<file path="config.mk">
export PLATFORM = sky130hd
export DESIGN_NAME = pe_mac_seq_flat
export DESIGN_NICKNAME = d
export VERILOG_FILES = /design/src/rtl/pe_pkg.sv /design/src/rtl/pe_mac_seq_if.sv /design/src/rtl/pe_mac_seq.sv /design/src/flat_wrapper.sv
export SDC_FILE = /design/constraint.sdc
export NUM_CORES = 1
export LEC_CHECK = 0
export BUFFER_PORTS_ARGS = -buffer_cell sky130_fd_sc_hd__clkbuf_2
export CORE_UTILIZATION = 49
export DETAILED_ROUTE_END_ITERATION = 16
export PLACE_DENSITY = 0.84
export SLEW_MARGIN = 0
export SYNTH_ARGS = -nofsm -noshare
export SYNTH_HDL_FRONTEND = slang
export SYNTH_SLANG_ARGS = --single-unit
</file>
<file path="constraint.sdc">
create_clock -name clk -period 3.1 [get_ports clk]
set_clock_uncertainty 0.15 [all_clocks]
set_input_delay 0.155 -clock clk [delete_from_list [all_inputs] [get_ports clk]]
set_output_delay 0.155 -clock clk [all_outputs]
set_load 0.1 [all_outputs]
</file>
<file path="src/rtl/pe_pkg.sv">
// rtl/pe_pkg.sv - shared types and defaults for the PE MAC lane and its job sequencer
package pe_pkg;

  localparam int PE_W_IN     = 8;
  localparam int PE_W_ACC    = 24;
  localparam int PE_LEN_W    = 10;
  localparam int PE_PIPE_LAT = 4;

  typedef enum logic [2:0] {
    IDLE,
    CLR,
    STREAM,
    DRAIN,
    RESP
  } pe_seq_state_t;

endpackage

</file>
<file path="src/rtl/pe_mac_seq_if.sv">
// rtl/pe_mac_seq_if.sv - command, operand and result handshakes between array controller and sequencer
interface pe_mac_seq_if #(
  parameter int W_IN  = 8,
  parameter int W_ACC = 24,
  parameter int LEN_W = 10
) ();

  logic             cmd_valid;
  logic             cmd_ready;
  logic [LEN_W-1:0] cmd_len;
  logic             cmd_relu;

  logic             op_valid;
  logic             op_ready;
  logic [W_IN-1:0]  op_a;
  logic [W_IN-1:0]  op_b;

  logic             res_valid;
  logic             res_ready;
  logic [W_ACC-1:0] res_data;

  modport master (
    output cmd_valid, cmd_len, cmd_relu,
    input  cmd_ready,
    output op_valid, op_a, op_b,
    input  op_ready,
    input  res_valid, res_data,
    output res_ready
  );

  modport slave (
    input  cmd_valid, cmd_len, cmd_relu,
    output cmd_ready,
    input  op_valid, op_a, op_b,
    output op_ready,
    output res_valid, res_data,
    input  res_ready
  );

endinterface

</file>
<file path="src/rtl/pe_mac_seq.sv">
// rtl/pe_mac_seq.sv - dot-product job sequencer driving one pe_core MAC lane
// Optional early-abort support is enabled with PE_MAC_SEQ_ABORT_EN.
module pe_mac_seq
  import pe_pkg::*;
#(
  parameter int W_IN   = PE_W_IN,
  parameter int W_ACC  = PE_W_ACC,
  parameter int LEN_W  = PE_LEN_W,
  parameter int PE_LAT = PE_PIPE_LAT
) (
  input  logic             clk,
  input  logic             rst_n,
  pe_mac_seq_if.slave      ctl,
  output logic             pe_en,
  output logic             pe_mode_sel,
  output logic             pe_reg_reset,
  output logic [W_IN-1:0]  pe_a,
  output logic [W_IN-1:0]  pe_b,
  input  logic [W_ACC-1:0] pe_results,
`ifdef PE_MAC_SEQ_ABORT_EN
  input  logic             abort,
  output logic             res_aborted,
`endif
  output logic             busy
);

  localparam int DW = $clog2(PE_LAT + 1);

  pe_seq_state_t    state_q, state_d;
  logic [LEN_W-1:0] len_q, len_d;
  logic [LEN_W-1:0] cnt_q, cnt_d;
  logic [DW-1:0]    drn_q, drn_d;
  logic             relu_q, relu_d;
  logic [W_ACC-1:0] res_data_q, res_data_d;
  logic             op_hs;
  logic             abort_req;

`ifdef PE_MAC_SEQ_ABORT_EN
  logic aborted_q, aborted_d;
  assign abort_req   = abort && (state_q == CLR || state_q == STREAM);
  assign res_aborted = aborted_q;
`else
  assign abort_req = 1'b0;
`endif

  assign op_hs = (state_q == STREAM) && ctl.op_valid;

  always_comb begin
    state_d    = state_q;
    len_d      = len_q;
    cnt_d      = cnt_q;
    drn_d      = drn_q;
    relu_d     = relu_q;
    res_data_d = res_data_q;
`ifdef PE_MAC_SEQ_ABORT_EN
    aborted_d  = aborted_q;
`endif
    case (state_q)
      IDLE: begin
        if (ctl.cmd_valid) begin
          len_d   = ctl.cmd_len;
          relu_d  = ctl.cmd_relu;
          state_d = CLR;
`ifdef PE_MAC_SEQ_ABORT_EN
          aborted_d = 1'b0;
`endif
        end
      end
      CLR: begin
        cnt_d = '0;
        if (abort_req) begin
          drn_d   = DW'(PE_LAT);
          state_d = DRAIN;
`ifdef PE_MAC_SEQ_ABORT_EN
          aborted_d = 1'b1;
`endif
        end else if (len_q == '0) begin
          res_data_d = '0;
          state_d    = RESP;
        end else begin
          state_d = STREAM;
        end
      end
      STREAM: begin
        if (op_hs) cnt_d = cnt_q + LEN_W'(1);
        if ((op_hs && cnt_q == len_q - LEN_W'(1)) || abort_req) begin
          drn_d   = DW'(PE_LAT);
          state_d = DRAIN;
`ifdef PE_MAC_SEQ_ABORT_EN
          aborted_d = abort_req;
`endif
        end
      end
      DRAIN: begin
        drn_d = drn_q - DW'(1);
        // The PE pipeline has settled by the final drain cycle.
        if (drn_q == DW'(1)) begin
          res_data_d = pe_results;
          state_d    = RESP;
        end
      end
      RESP: begin
        if (ctl.res_ready) state_d = IDLE;
      end
      default: state_d = IDLE;
    endcase
  end

  always_ff @(posedge clk or negedge rst_n) begin
    if (!rst_n) begin
      state_q    <= IDLE;
      len_q      <= '0;
      cnt_q      <= '0;
      drn_q      <= '0;
      relu_q     <= 1'b0;
      res_data_q <= '0;
`ifdef PE_MAC_SEQ_ABORT_EN
      aborted_q  <= 1'b0;
`endif
    end else begin
      state_q    <= state_d;
      len_q      <= len_d;
      cnt_q      <= cnt_d;
      drn_q      <= drn_d;
      relu_q     <= relu_d;
      res_data_q <= res_data_d;
`ifdef PE_MAC_SEQ_ABORT_EN
      aborted_q  <= aborted_d;
`endif
    end
  end

  assign ctl.cmd_ready = (state_q == IDLE);
  assign ctl.op_ready  = (state_q == STREAM);
  assign ctl.res_valid = (state_q == RESP);
  assign ctl.res_data  = res_data_q;
  assign busy          = (state_q != IDLE);

  // relu_q only changes on command accept, so mode_sel is constant across a job.
  assign pe_mode_sel  = relu_q;
  assign pe_reg_reset = (state_q == CLR);
  assign pe_en        = op_hs;
  assign pe_a         = pe_en ? ctl.op_a : '0;
  assign pe_b         = pe_en ? ctl.op_b : '0;

endmodule

</file>
<file path="src/flat_wrapper.sv">
// flat-port wrapper written by rule: the top's interface ports become plain ports
module pe_mac_seq_flat import pe_pkg::*;
#(
  parameter int W_IN   = PE_W_IN,
  parameter int W_ACC  = PE_W_ACC,
  parameter int LEN_W  = PE_LEN_W,
  parameter int PE_LAT = PE_PIPE_LAT
)
  (clk, rst_n, pe_en, pe_mode_sel, pe_reg_reset, pe_a, pe_b, pe_results, busy, ctl_cmd_valid, ctl_cmd_len, ctl_cmd_relu, ctl_cmd_ready, ctl_op_valid, ctl_op_a, ctl_op_b, ctl_op_ready, ctl_res_valid, ctl_res_data, ctl_res_ready);
  pe_mac_seq_if #(.W_IN(W_IN), .W_ACC(W_ACC), .LEN_W(LEN_W)) ctl_i ();
  input  logic clk;
  input  logic rst_n;
  output logic pe_en;
  output logic pe_mode_sel;
  output logic pe_reg_reset;
  output logic [W_IN-1:0] pe_a;
  output logic [W_IN-1:0] pe_b;
  input  logic [W_ACC-1:0] pe_results;
  output logic busy;
  input wire logic [$bits(ctl_i.cmd_valid)-1:0] ctl_cmd_valid;
  input wire logic [$bits(ctl_i.cmd_len)-1:0] ctl_cmd_len;
  input wire logic [$bits(ctl_i.cmd_relu)-1:0] ctl_cmd_relu;
  output wire logic [$bits(ctl_i.cmd_ready)-1:0] ctl_cmd_ready;
  input wire logic [$bits(ctl_i.op_valid)-1:0] ctl_op_valid;
  input wire logic [$bits(ctl_i.op_a)-1:0] ctl_op_a;
  input wire logic [$bits(ctl_i.op_b)-1:0] ctl_op_b;
  output wire logic [$bits(ctl_i.op_ready)-1:0] ctl_op_ready;
  output wire logic [$bits(ctl_i.res_valid)-1:0] ctl_res_valid;
  output wire logic [$bits(ctl_i.res_data)-1:0] ctl_res_data;
  input wire logic [$bits(ctl_i.res_ready)-1:0] ctl_res_ready;
  assign ctl_i.cmd_valid = ctl_cmd_valid;
  assign ctl_i.cmd_len = ctl_cmd_len;
  assign ctl_i.cmd_relu = ctl_cmd_relu;
  assign ctl_cmd_ready = ctl_i.cmd_ready;
  assign ctl_i.op_valid = ctl_op_valid;
  assign ctl_i.op_a = ctl_op_a;
  assign ctl_i.op_b = ctl_op_b;
  assign ctl_op_ready = ctl_i.op_ready;
  assign ctl_res_valid = ctl_i.res_valid;
  assign ctl_res_data = ctl_i.res_data;
  assign ctl_i.res_ready = ctl_res_ready;
  pe_mac_seq #(.W_IN(W_IN), .W_ACC(W_ACC), .LEN_W(LEN_W), .PE_LAT(PE_LAT)) u_core (.clk(clk), .rst_n(rst_n), .ctl(ctl_i), .pe_en(pe_en), .pe_mode_sel(pe_mode_sel), .pe_reg_reset(pe_reg_reset), .pe_a(pe_a), .pe_b(pe_b), .pe_results(pe_results), .busy(busy));
endmodule
</file>
# After elaboration in Yosys (flattened, before gate mapping)
# Index checks and enable logic that the tools add are counted.
# Widths: inputs -> output; s select.
# word_totals
register_bits	51
elab_cells	49
# classes
n_reduce_logical	13
eq_ne	12
n_addsub	3
mux	15
# ops
op	count
$mux 24	2
$pmux 24 s2	1
$pmux 10 s2	1
$mux 3	6
$mux 8	2
$pmux 3 s5	1
$add 10x1->10 const B	1
$eq 10x10->1	1
$logic_not 10->1	1
$mux 10	1
$ne 2x1->1 const B	5
$sub 10x1->10 const B	1
$eq 3x1->1 const B	2
$eq 3x2->1 const B	2
$pmux 3 s2	1
$reduce_and 2->1	3
$reduce_bool 2->1	3
$reduce_and 4->1	1
$eq 3x3->1 const B	1
$logic_not 3->1	1
$reduce_and 3->1	1
$reduce_bool 3->1	1
$sub 3x1->3 const B	1
$logic_and 1x1->1	2
$ne 2x2->1 const B	1

# Logic depth before layout (Yosys ltp)
# Gate-level depths: netlist of run 1.
# logic_depth
ltp_word	5
ltp_mapped	9
ltp_nobuf	7

# Worst setup path before layout of run 1
# OpenSTA, ideal clock, no wires.
# synth_timing
kind	reg2reg
from	reg u_core.state_q[0]
to	reg u_core.len_q[5]
setup_slack_ns	-0.102
arrival_ns	2.927
setup_ns	0.125
period_less_slack_ns	3.202
stages_incl_launch_ff	7
path_cell_list	dfrtp_1 or3_1 inv_1 and2_1 clkbuf_1 buf_2 mux2_2
# synth_via
elab_chain_len	2
# synth_lines
element	line	source
start, declared	pe_mac_seq.sv:29	pe_seq_state_t state_q, state_d;
start signal, assigned	pe_mac_seq.sv:121	state_q <= state_d;
$logic_not 3->1	-	
via ctl_cmd_ready	flat_wrapper.sv:23	output wire logic [$bits(ctl_i.cmd_ready)-1:0] ctl_cmd_ready;
$reduce_and 2->1 (no line)	-	
end signal, assigned	pe_mac_seq.sv:122	len_q <= len_d;
end, declared	pe_mac_seq.sv:30	logic [LEN_W-1:0] len_q, len_d;
# The timed path passes the listed nets, and every way through them passes these cells.
# A chain may end at the register's enable or synchronous reset.

# Worst setup path after layout of run 1
# layout_timing
from	reg u_core.len_q[0]
to	reg u_core.drn_q[2]
# layout_via
elab_chain_len	5
# layout_lines
element	line	source
$sub 10x1->10	pe_mac_seq.sv:86	if ((op_hs && cnt_q == len_q - LEN_W'(1)) || abort_req) begin
$eq 10x10->1	pe_mac_seq.sv:86	
$logic_and 1x1->1	pe_mac_seq.sv:86	
$ne 2x1->1 (no line)	-	
$reduce_and 2->1 (no line)	-	
end signal, assigned	pe_mac_seq.sv:124	drn_q <= drn_d;
end, declared	pe_mac_seq.sv:32	logic [DW-1:0] drn_q, drn_d;
# No other way between the ends.

==> flow_metrics.env, run 1 <==
export IMPL_nFillCells=370
export IMPL_rrSetupSlack_ns=0.72
export IMPL_critPathTopFamily="compound AO/OA/AOI/OAI gates"
export IMPL_synth_fp_nets=348
export IMPL_vias=2554
export IMPL_htreeDepth=2
export IMPL_post_cts_buffers=0
export IMPL_wl_met1_mm=2.98
export IMPL_seq_area_frac_synth=0.479
export IMPL_die_area_um2=5730
export IMPL_syn_avg_cell_area_um2=9.28
export IMPL_synth_ff_latch_count=51
export IMPL_grt_pass1_wl_mm=10.7
export IMPL_critical_path_required_ns=3.11
export IMPL_netlist_top_cells_area="dfrtp_1 48%, o21ai_0 6.0%, nand3_1 5.3%, inv_1 4.7%, and2_1 4.5%"
export IMPL_num_io_pins=103
export IMPL_place_hpwl_mm=4.51
export IMPL_hold_path_class="in2reg"
export IMPL_port_buffers=102
export IMPL_clk_latency_ns=0.30
export IMPL_viasPerCell=5.17
export IMPL_critical_path_class="reg2reg"
export IMPL_synth_edff_count=0
export IMPL_seq_area_um2=1280
export IMPL_initial_core_util=0.515
export IMPL_max_cap_violations=0
export IMPL_ant_nets=0
export IMPL_multiInputGateArea_um2=1200
export IMPL_worst_slew_pin_slew_ns=0.692
export IMPL_grt_max_degree=50
export IMPL_synth_top_area_cell="dfrtp_1"
export IMPL_clk_pin_slew_ns=0.09
export IMPL_grt_pass1_vias=2281
export IMPL_r2r_end="u_core.drn_q[2]"
export IMPL_clock_path_buffers=2
export IMPL_wire_per_inst_um=14.0
export IMPL_report_final_slew_viol_count=0
export IMPL_syn_to_final_growth_pct=39.8
export IMPL_clkSinkCount=51
export IMPL_yosysWarnings=0
export IMPL_critPathSlowestCell="o41ai_1"
export IMPL_hold_viol=0
export IMPL_ys_types=43
export IMPL_crit_end="u_core.drn_q[2]"
export IMPL_synth_top_flop_cell="dfrtp_1"
export IMPL_setup_tns_final_ns=0
export IMPL_setup_viol=0
export IMPL_place_congestion=0.860
export IMPL_diodes=0
export IMPL_ctsHoldBuffers=37
export IMPL_synth_top_area_frac=0.479
export IMPL_cp_max_fo=4
export IMPL_startpoint_type="flop"
export IMPL_netlist_instances=287
export IMPL_startpoint="u_core.len_q[0]"
export IMPL_drt_total_wl_mm=6.93
export IMPL_grt_ovfl_total=0
export IMPL_grt_util_all_layers=0.252
export IMPL_cp_depth=5
export IMPL_r2r_start="u_core.len_q[0]"
export IMPL_rsz0062_at_grt="false"
export IMPL_max_slew_margin_rel=0.539
export IMPL_critPathMaxStageDelay_ns=0.47
export IMPL_outcome="finished, final reports clean"
export IMPL_top_layer="met4"
export IMPL_drc=0
export IMPL_rows=26
export IMPL_min_period_ns=2.38
export IMPL_cts_buffers=5
export IMPL_fmax_ghz=0.420
export IMPL_rr_worst_depth=5
export IMPL_die_w_um=75.7
export IMPL_cp_arrival_ns=2.39
export IMPL_critical_path_buf_inv_count=0
export IMPL_async_flop_share=1.00
export IMPL_drive_above_1_share=0.307
export IMPL_dr_pass1_iters=5
export IMPL_critPathCaptureType="flop"
export IMPL_dr_wl_met3_um=310
export IMPL_die_y_um=75.7
export IMPL_wl_met2_mm=3.45
export IMPL_finalCritPeriodShare=0.767
export IMPL_core_area_um2=5170
export IMPL_nets=485
export IMPL_synth_area_um2=2660
export IMPL_cts_resized=0
export IMPL_cts_root_buf="clkbuf_8"
export IMPL_antenna_found_initial=0
export IMPL_cts_tree="done"
export IMPL_crit_path_cell_trace="or2_2 -> o41ai_1 -> a211oi_2 -> o31ai_1 -> o21ai_0"
export IMPL_drt_iter0_markers=112
[synthesized netlist by cell type, types with 9 or more instances]
| cell | number |
|---|---|
| xor2_1 | 12 |
| mux2_2 | 9 |
| dfrtp_1 | 51 |
| nand2_1 | 14 |
| and2_1 | 19 |
| o21ai_0 | 32 |
| nor2_1 | 11 |
| clkbuf_1 | 10 |
| inv_1 | 33 |
| nand3_1 | 28 |
[state kept, by name, indices dropped and copies added (netlist names)]
signal,cells
u_core.state_q,3
u_core.drn_q,3
u_core.ctl.res_data,24
u_core.len_q,10
u_core.cnt_q,10
u_core.pe_mode_sel,1
[cell type report]
class	count	share of cell area
tap	70	0.0235
clock buffer	5	0.0185
timing repair buffer	144	0.247
clock inverter	2	0.0101
inverter	33	0.0343
sequential	51	0.343
multi-input combinational	189	0.324
[worst register-to-register path, cell delays in order (launching register included)]
cell      delay, ns
dfrtp_1        0.43
or2_2          0.35
o41ai_1        0.47
a211oi_2       0.15
o31ai_1        0.47
o21ai_0        0.21
[per-stage QoR]
step | cell area (um2) | utilization | hold WS, ns | setup slack (ns) | cells
finish | 3720 | 0.719 | 0.0299 | 0.721 | 494
global route | 3720 | 0.719 | 0.0477 | 0.631 | 494
global placement | 3240 | 0.627 | 0.0926 | 0.842 | 450
floorplan | 2670 | - | -0.291 | 0.00303 | 287
detailed placement | 3240 | 0.627 | 0.0868 | 0.810 | 450
CTS | 3720 | 0.719 | 0.00818 | 0.764 | 494
[how the worst min path moves through the flow]
stage | start | to | cells past startpoint
after floorplan | rst_n | u_core.cnt_q[0] | 0
after global placement | rst_n | u_core.ctl.res_data[5] | 1
after detailed placement | rst_n | u_core.ctl.res_data[5] | 1
after CTS | ctl_cmd_valid | u_core.state_q[0] | 3
after global routing | ctl_cmd_valid | u_core.state_q[0] | 3
final | ctl_cmd_valid | u_core.state_q[0] | 3
[cells by family (layout without fill, tap and decap cells)]
kind of cell | after synthesis | after routing | share of synthesized area
AO/OA/AOI/OAI | 53 | 53 | 0.119
XOR/XNOR | 18 | 18 | 0.0592
adder cells (fa/ha/maj) | 5 | 5 | 0.0235
buffers and inverters | 47 | 184 | 0.0700
flip-flops | 51 | 51 | 0.479
multiplexers | 10 | 10 | 0.0418
AND/OR/NAND/NOR | 103 | 103 | 0.207
[layer usage]
layer / vias up / global-route usage
met5: - / 0
li1: 1235 / -
met1: 1213 / 0.328
met2: 89 / 0.417
met3: 17 / 0.0529
met4: 0 / 0.0967
[placed cells by master (no fill, tap or decap), drive strengths merged, types with 4 or more instances in the layout]
master       count
xor2            12
buf              5
nand2           14
a21oi            6
or3              5
nor2b            4
xnor2            6
o21ai           32
dfrtp           51
and2            19
inv             32
mux2             9
nor3             6
nand2b           4
dlygate4sd3     37
nor2            11
nand3           28
ha               5
clkbuf         107
Power of run 1 is left out: the tool's default activity adds up to more than one toggle a clock period on the data nets, which glitch-free logic cannot reach.
==> inputs of run 2 (changes only) <==
--- a/config.mk
+++ b/config.mk
@@ -5,6 +5,7 @@
 export SDC_FILE = /design/constraint.sdc
 export NUM_CORES = 1
 export LEC_CHECK = 0
+export ABC_AREA = 1
 export BUFFER_PORTS_ARGS = -buffer_cell sky130_fd_sc_hd__clkbuf_2
 export CORE_UTILIZATION = 49
 export DETAILED_ROUTE_END_ITERATION = 16
==> constraint.sdc (replaced) <==
create_clock -name clk -period 2.4 [get_ports clk]
set_clock_uncertainty 0.15 [all_clocks]
set_input_delay 0.12 -clock clk [delete_from_list [all_inputs] [get_ports clk]]
set_output_delay 0.12 -clock clk [all_outputs]
set_load 0.1 [all_outputs]
==> run 2 against run 1 <==
Compared with the run above: global-route usage up 0.45 points; register-to-register slack worse by 0.28 ns; critical path type is now reg2out; critical path depth did not move; non-clock buffer count unchanged; largest cell class unchanged; setup slack got worse by 0.42 ns.
==> flow_metrics.env, run 2 <==
export IMPL_outcome="finished, final reports clean"
export IMPL_drt_total_wl_mm=7.13
export IMPL_die_w_um=77.0
export IMPL_max_cap_violations=0
export IMPL_synth_ff_latch_count=51
export IMPL_diodes=0
export IMPL_max_slew_margin_rel=0.522
export IMPL_final_common_cell="nand2_1"
export IMPL_synth_compound_area_frac=0.0977
export IMPL_place_congestion=0.927
export IMPL_grt_pass1_vias=2813
export IMPL_synth_adder_area_share=0.0227
export IMPL_syn_to_final_growth_pct=39.8
export IMPL_place_hpwl_mm=4.77
export IMPL_synth_top_area_frac=0.463
export IMPL_num_io_pins=103
export IMPL_min_period_ns=2.10
export IMPL_netlist_top_cells_area="dfrtp_1 46%, nand2_1 15%, inv_1 6.7%, nor2_1 6.4%, o21ai_1 4.2%"
export IMPL_synth_common_cells="110 x nand2_1, 51 x dfrtp_1, 49 x inv_1"
export IMPL_rows=26
export IMPL_critical_path_required_ns=2.13
export IMPL_grt_max_degree=50
export IMPL_drt_iter0_markers=182
export IMPL_grt_util_all_layers=0.257
export IMPL_drc=0
export IMPL_cp_max_fo=18
export IMPL_cts_root_buf="clkbuf_8"
export IMPL_synthXorXnorAreaFrac=0.00954
export IMPL_core_area_um2=5270
export IMPL_async_flop_share=1.00
export IMPL_nFillCells=406
export IMPL_clk_latency_ns=0.31
export IMPL_cts_tree="done"
export IMPL_synth_area_um2=2750
export IMPL_seq_area_um2=1280
export IMPL_post_cts_buffers=0
export IMPL_port_buffers=102
export IMPL_dp_slack_ns=0.504
export IMPL_critPathCaptureType="output pin"
export IMPL_yosysWarnings=0
export IMPL_synth_top_flop_cell="dfrtp_1"
export IMPL_layout_common_cells="110 x nand2_1, 86 x clkbuf_2, 51 x dfrtp_1"
export IMPL_setup_ws_ns=0.298
export IMPL_cp_arrival_ns=1.83
export IMPL_die_y_um=77.0
export IMPL_drive_above_1_share=0.269
export IMPL_netlist_instances=371
export IMPL_grt_ovfl_total=0
export IMPL_grt_pass1_wl_mm=12.2
export IMPL_die_area_um2=5920
export IMPL_worst_slew_pin_slew_ns=0.716
export IMPL_initial_core_util=0.523
export IMPL_antenna_found_initial=0
export IMPL_viasPerCell=4.85
export IMPL_synth_top_family_by_area="simple AND/OR/NAND/NOR gates"
export IMPL_synth_most_common_cell="nand2_1"
export IMPL_setup_tns_final_ns=0
export IMPL_cts_resized=0
export IMPL_fin_util=0.731
export IMPL_finalCritPeriodShare=0.876
export IMPL_synth_top_area_cell="dfrtp_1"
export IMPL_critical_path_class="reg2out"
export IMPL_report_final_slew_viol_count=0
export IMPL_clk_pin_slew_ns=0.10
export IMPL_vias=2828
export IMPL_multiInputGateArea_um2=1230
export IMPL_ys_types=31
export IMPL_synth_fp_nets=432
export IMPL_cts_buffers=5
export IMPL_hold_viol=0
export IMPL_clkSinkCount=51
export IMPL_muxShareOfSynthArea=0.0123
export IMPL_setup_viol=0
export IMPL_yosys_area_share_simple=0.302
export IMPL_seq_area_frac_synth=0.463
export IMPL_nets=573
export IMPL_dr_pass1_iters=5
export IMPL_syn_avg_cell_area_um2=7.42
export IMPL_htreeDepth=2
export IMPL_rsz0062_at_grt="false"
export IMPL_fmax_ghz=0.476
export IMPL_synth_edff_count=0
export IMPL_hold_path_class="in2reg"
export IMPL_startpoint_type="flop"
export IMPL_wire_per_inst_um=12.2
export IMPL_largest_register_ffs=24
export IMPL_clock_path_buffers=2
export IMPL_ant_nets=0
## run 2: cell types whose count changed in the layout (fill, tap and decap cells not counted), sizes merged, moves of 5 or more
cell	delta
a21oi	+8
and2	-19
buf	+16
clkbuf	-15
inv	+20
mux2	-6
nand2	+100
nand3	-6
nor2	+42
or3	-5
xnor2	-5
xor2	-10
## run 2: final cells by class
class	count	area share
Sequential cell	51	0.331
Multi-Input combinational cell	258	0.320
Timing Repair Buffer	144	0.252
Inverter	52	0.0507
Tap cell	70	0.0227
Clock buffer	6	0.0188
Clock inverter	2	0.00422
## run 2: final timing paths
path,end,cells past startpoint,slack [ns],from
hold / removal,u_core.cnt_q[1],4,0.12,ctl_op_valid
min in group asynchronous,u_core.len_q[5],2,0.24,rst_n
setup / recovery,pe_en,5,0.30,u_core.state_q[2]
hold reg to reg,u_core.ctl.res_data[19],2,0.35,u_core.ctl.res_data[19]
max in group asynchronous,u_core.drn_q[0],3,1.19,rst_n
setup reg to reg,u_core.ctl.res_data[7],9,0.44,u_core.len_q[0]
## run 2: logic make-up after synthesis
kind of cell    after synthesis
simple gates                198
fa+ha+maj                     5
compound gates               49
flops                        51
buf+inv                      62
xor+xnor                      3
mux                           3
## run 2: worst max-delay path: stages (launching register included)
cell and delay (ns):
dfrtp_1 0.44, nor2_2 0.17, nand3_1 0.17, buf_4 0.24
inv_1 0.06, clkbuf_2 0.44
## run 2: stage by stage
stage | cell area, um2 | hold slack, ns | instances
2_1_floorplan | 2760 | -0.326 | 371
3_3_place_gp | 3390 | 0.0540 | 538
3_5_place_dp | 3390 | 0.0571 | 538
4_1_cts | 3850 | 0.113 | 583
5_1_grt | 3850 | 0.158 | 583
6_report | 3850 | 0.125 | 583
## run 2: repair_timing
item,CTS,global route
setup endpoints to repair,0,0
hold buffers,37,0
hold endpoints to repair,62,0
## run 2: metal layers
metal	wire (um)	GRT usage	vias to the layer above
met5	0	0	-
met4	85	0.0827	0
met3	494	0.0607	7
met2	3490	0.445	106
met1	3060	0.313	1286
li1	-	-	1429
Power of run 2 is left out for the same reason.
==> inputs of run 3 (changes only) <==
==> constraint.sdc (replaced) <==
create_clock -name clk -period 2.4 [get_ports clk]
set_clock_uncertainty 0.15 [all_clocks]
set_input_delay 0.12 -clock clk [delete_from_list [all_inputs] [get_ports clk]]
set_output_delay 0.12 -clock clk [all_outputs]
set_load 0.02 [all_outputs]
==> run 3 against run 2 <==
Compared with the run above: sequential cell count unchanged; register-to-register slack got worse by 0.11 ns; sequential share of layout area grew 0.34 points; die area did not move; first-iteration DRC count down 7.7%; non-clock buffer count down 2; worst hold slack got worse by 0.0054 ns; critical path type is now reg2reg.
==> flow_metrics.env, run 3 (synthesized netlist as in run 2, its figures left out) <==
export IMPL_post_cts_buffers=0
export IMPL_cp_arrival_ns=2.11
export IMPL_report_final_slew_viol_count=0
export IMPL_die_w_um=77.0
export IMPL_die_y_um=77.0
export IMPL_cts_tree="done"
export IMPL_layout_common_cells="110 x nand2_1, 102 x clkbuf_2, 51 x dfrtp_1"
export IMPL_post_dp_cell_area_um2=3330
export IMPL_critical_path_class="reg2reg"
export IMPL_startpoint_type="flop"
export IMPL_hold_end="u_core.state_q[0]"
export IMPL_cp_max_fo=49
export IMPL_nets=571
export IMPL_finish_instance_area_um2=3810
export IMPL_grt_pass1_vias=2775
export IMPL_port_buffers=102
export IMPL_num_io_pins=103
export IMPL_fin_util=0.723
export IMPL_core_area_um2=5270
export IMPL_grt_ovfl_total=0
export IMPL_place_hpwl_mm=4.62
export IMPL_wire_per_inst_um=12.4
export IMPL_worst_hold_startpoint="ctl_cmd_valid"
export IMPL_max_cap_violations=0
export IMPL_clk_latency_ns=0.30
export IMPL_critPathTopFamily="simple AND/OR/NAND/NOR gates"
export IMPL_dr_pass1_iters=4
export IMPL_setup_tns_final_ns=0
export IMPL_critPathSlowestCell="dfrtp_1"
export IMPL_diodes=0
export IMPL_critical_path_buf_inv_count=2
export IMPL_initial_core_util=0.523
export IMPL_die_area_um2=5920
export IMPL_worst_slew_pin_slew_ns=0.698
export IMPL_largest_register_ffs=24
export IMPL_rows=26
export IMPL_drt_iter0_markers=168
export IMPL_finalCritPeriodShare=0.862
export IMPL_outcome="finished, final reports clean"
export IMPL_p_leak_nw=2.05
export IMPL_vias=2807
export IMPL_holdPathStages=5
export IMPL_drc=0
export IMPL_cts_buffers=5
export IMPL_antenna_found_initial=0
export IMPL_grt_max_degree=52
export IMPL_grt_pass1_wl_mm=12.3
export IMPL_crit_top_cell="nand2_1"
export IMPL_rr_worst_depth=9
export IMPL_ant_nets=0
export IMPL_holdWs_ns=0.120
export IMPL_crit_path_cell_trace="inv_1 -> ha_1 -> nand2_1 -> nor4_1 -> or2_1 -> nand3_2 -> buf_12 -> nand2_1 -> o21ai_1"
export IMPL_clkSinkCount=51
export IMPL_setup_viol=0
export IMPL_rrSetupSlack_ns=0.33
export IMPL_min_period_ns=2.07
export IMPL_htreeDepth=2
export IMPL_rsz0062_at_grt="false"
export IMPL_r2r_end="u_core.ctl.res_data[5]"
export IMPL_hold_path_class="in2reg"
export IMPL_place_congestion=0.869
export IMPL_viasPerCell=4.83
export IMPL_drt_total_wl_mm=7.22
export IMPL_clk_pin_slew_ns=0.10
export IMPL_drive_above_1_share=0.264
export IMPL_powerDensity_nw_per_um2=1100
export IMPL_critical_path_required_ns=2.44
export IMPL_syn_to_final_growth_pct=38.4
export IMPL_r2r_start="u_core.len_q[0]"
export IMPL_critPathMaxStageDelay_ns=0.42
export IMPL_final_common_cell="nand2_1"
export IMPL_vdd_drop_max_uv=943
export IMPL_fmax_ghz=0.484
export IMPL_grt_util_all_layers=0.261
export IMPL_clock_path_buffers=2
export IMPL_cts_root_buf="clkbuf_8"
export IMPL_critPathCaptureType="flop"
export IMPL_hold_viol=0
export IMPL_max_slew_margin_rel=0.531
==> run 3: changes by cell type in the layout (fill, tap and decap cells not counted) <==
cell and change:
clkbuf_2 +16, nor2_2 -1, nor2_4 -1, nor2_1 +2, bufinv_16 +1, clkbuf_1 -1, buf_4 -18
==> run 3: timing repair <==
action | in CTS | in global routing
gates resized for setup | 0 | 0
hold buffers | 37 | 0
setup endpoints to repair | 0 | 0
hold endpoints to repair | 87 | 0
==> run 3: cell type report <==
cell class                      count  area (um2)
Timing Repair Buffer              142         916
Fill cell                         418        1460
Tap cell                           70        87.6
Clock inverter                      3        46.3
Multi-Input combinational cell    258        1220
Clock buffer                        5        68.8
Inverter                           52         195
Sequential cell                    51        1280
==> run 3: worst max-delay path by stage <==
stage	startpoint	to	slack, ns	depth (start not counted)
2_1_floorplan	u_core.state_q[2]	u_core.len_q[6]	0.57	7
3_3_place_gp	u_core.len_q[0]	u_core.ctl.res_data[1]	0.44	9
3_5_place_dp	u_core.len_q[0]	u_core.ctl.res_data[11]	0.39	9
4_1_cts	u_core.len_q[0]	u_core.ctl.res_data[2]	0.38	9
5_1_grt	u_core.len_q[0]	u_core.ctl.res_data[5]	0.11	9
6_report	u_core.len_q[0]	u_core.ctl.res_data[5]	0.33	9
==> run 3: per-layer routing <==
metal	wire, um	vias to the layer above	global-route usage
li1	-	1428	-
met1	3140	1268	0.320
met2	3430	94	0.440
met3	498	17	0.0679
met4	150	0	0.0923
met5	0	-	0
==> run 3: per-stage QoR <==
| stage | power (mW) | setup WS (ns) | cells |
|---|---|---|---|
| after CTS | 4.17 | 0.376 | 581 |
| after global placement | 3.44 | 0.435 | 536 |
| after detailed placement | 3.50 | 0.393 | 536 |
| final | 4.21 | 0.332 | 581 |
| after floorplan | 2.91 | 0.566 | 371 |
| after global routing | 4.54 | 0.114 | 581 |
==> run 3: worst min-delay path: cells and delay by family <==
family	cells	cell delay, ns
simple gates	3	0.23
buf+inv	1	0.10
compound gates	1	0.09
==> run 3: power breakdown <==
| group | leakage, nW | switching [mW] | internal (mW) |
|---|---|---|---|
| registers | 0.661 | 0.293 | 1.21 |
| logic | 1.33 | 1.37 | 0.717 |
| clock network | 0.0548 | 0.301 | 0.314 |
No activity file was read; power rests on OpenSTA's default activity.
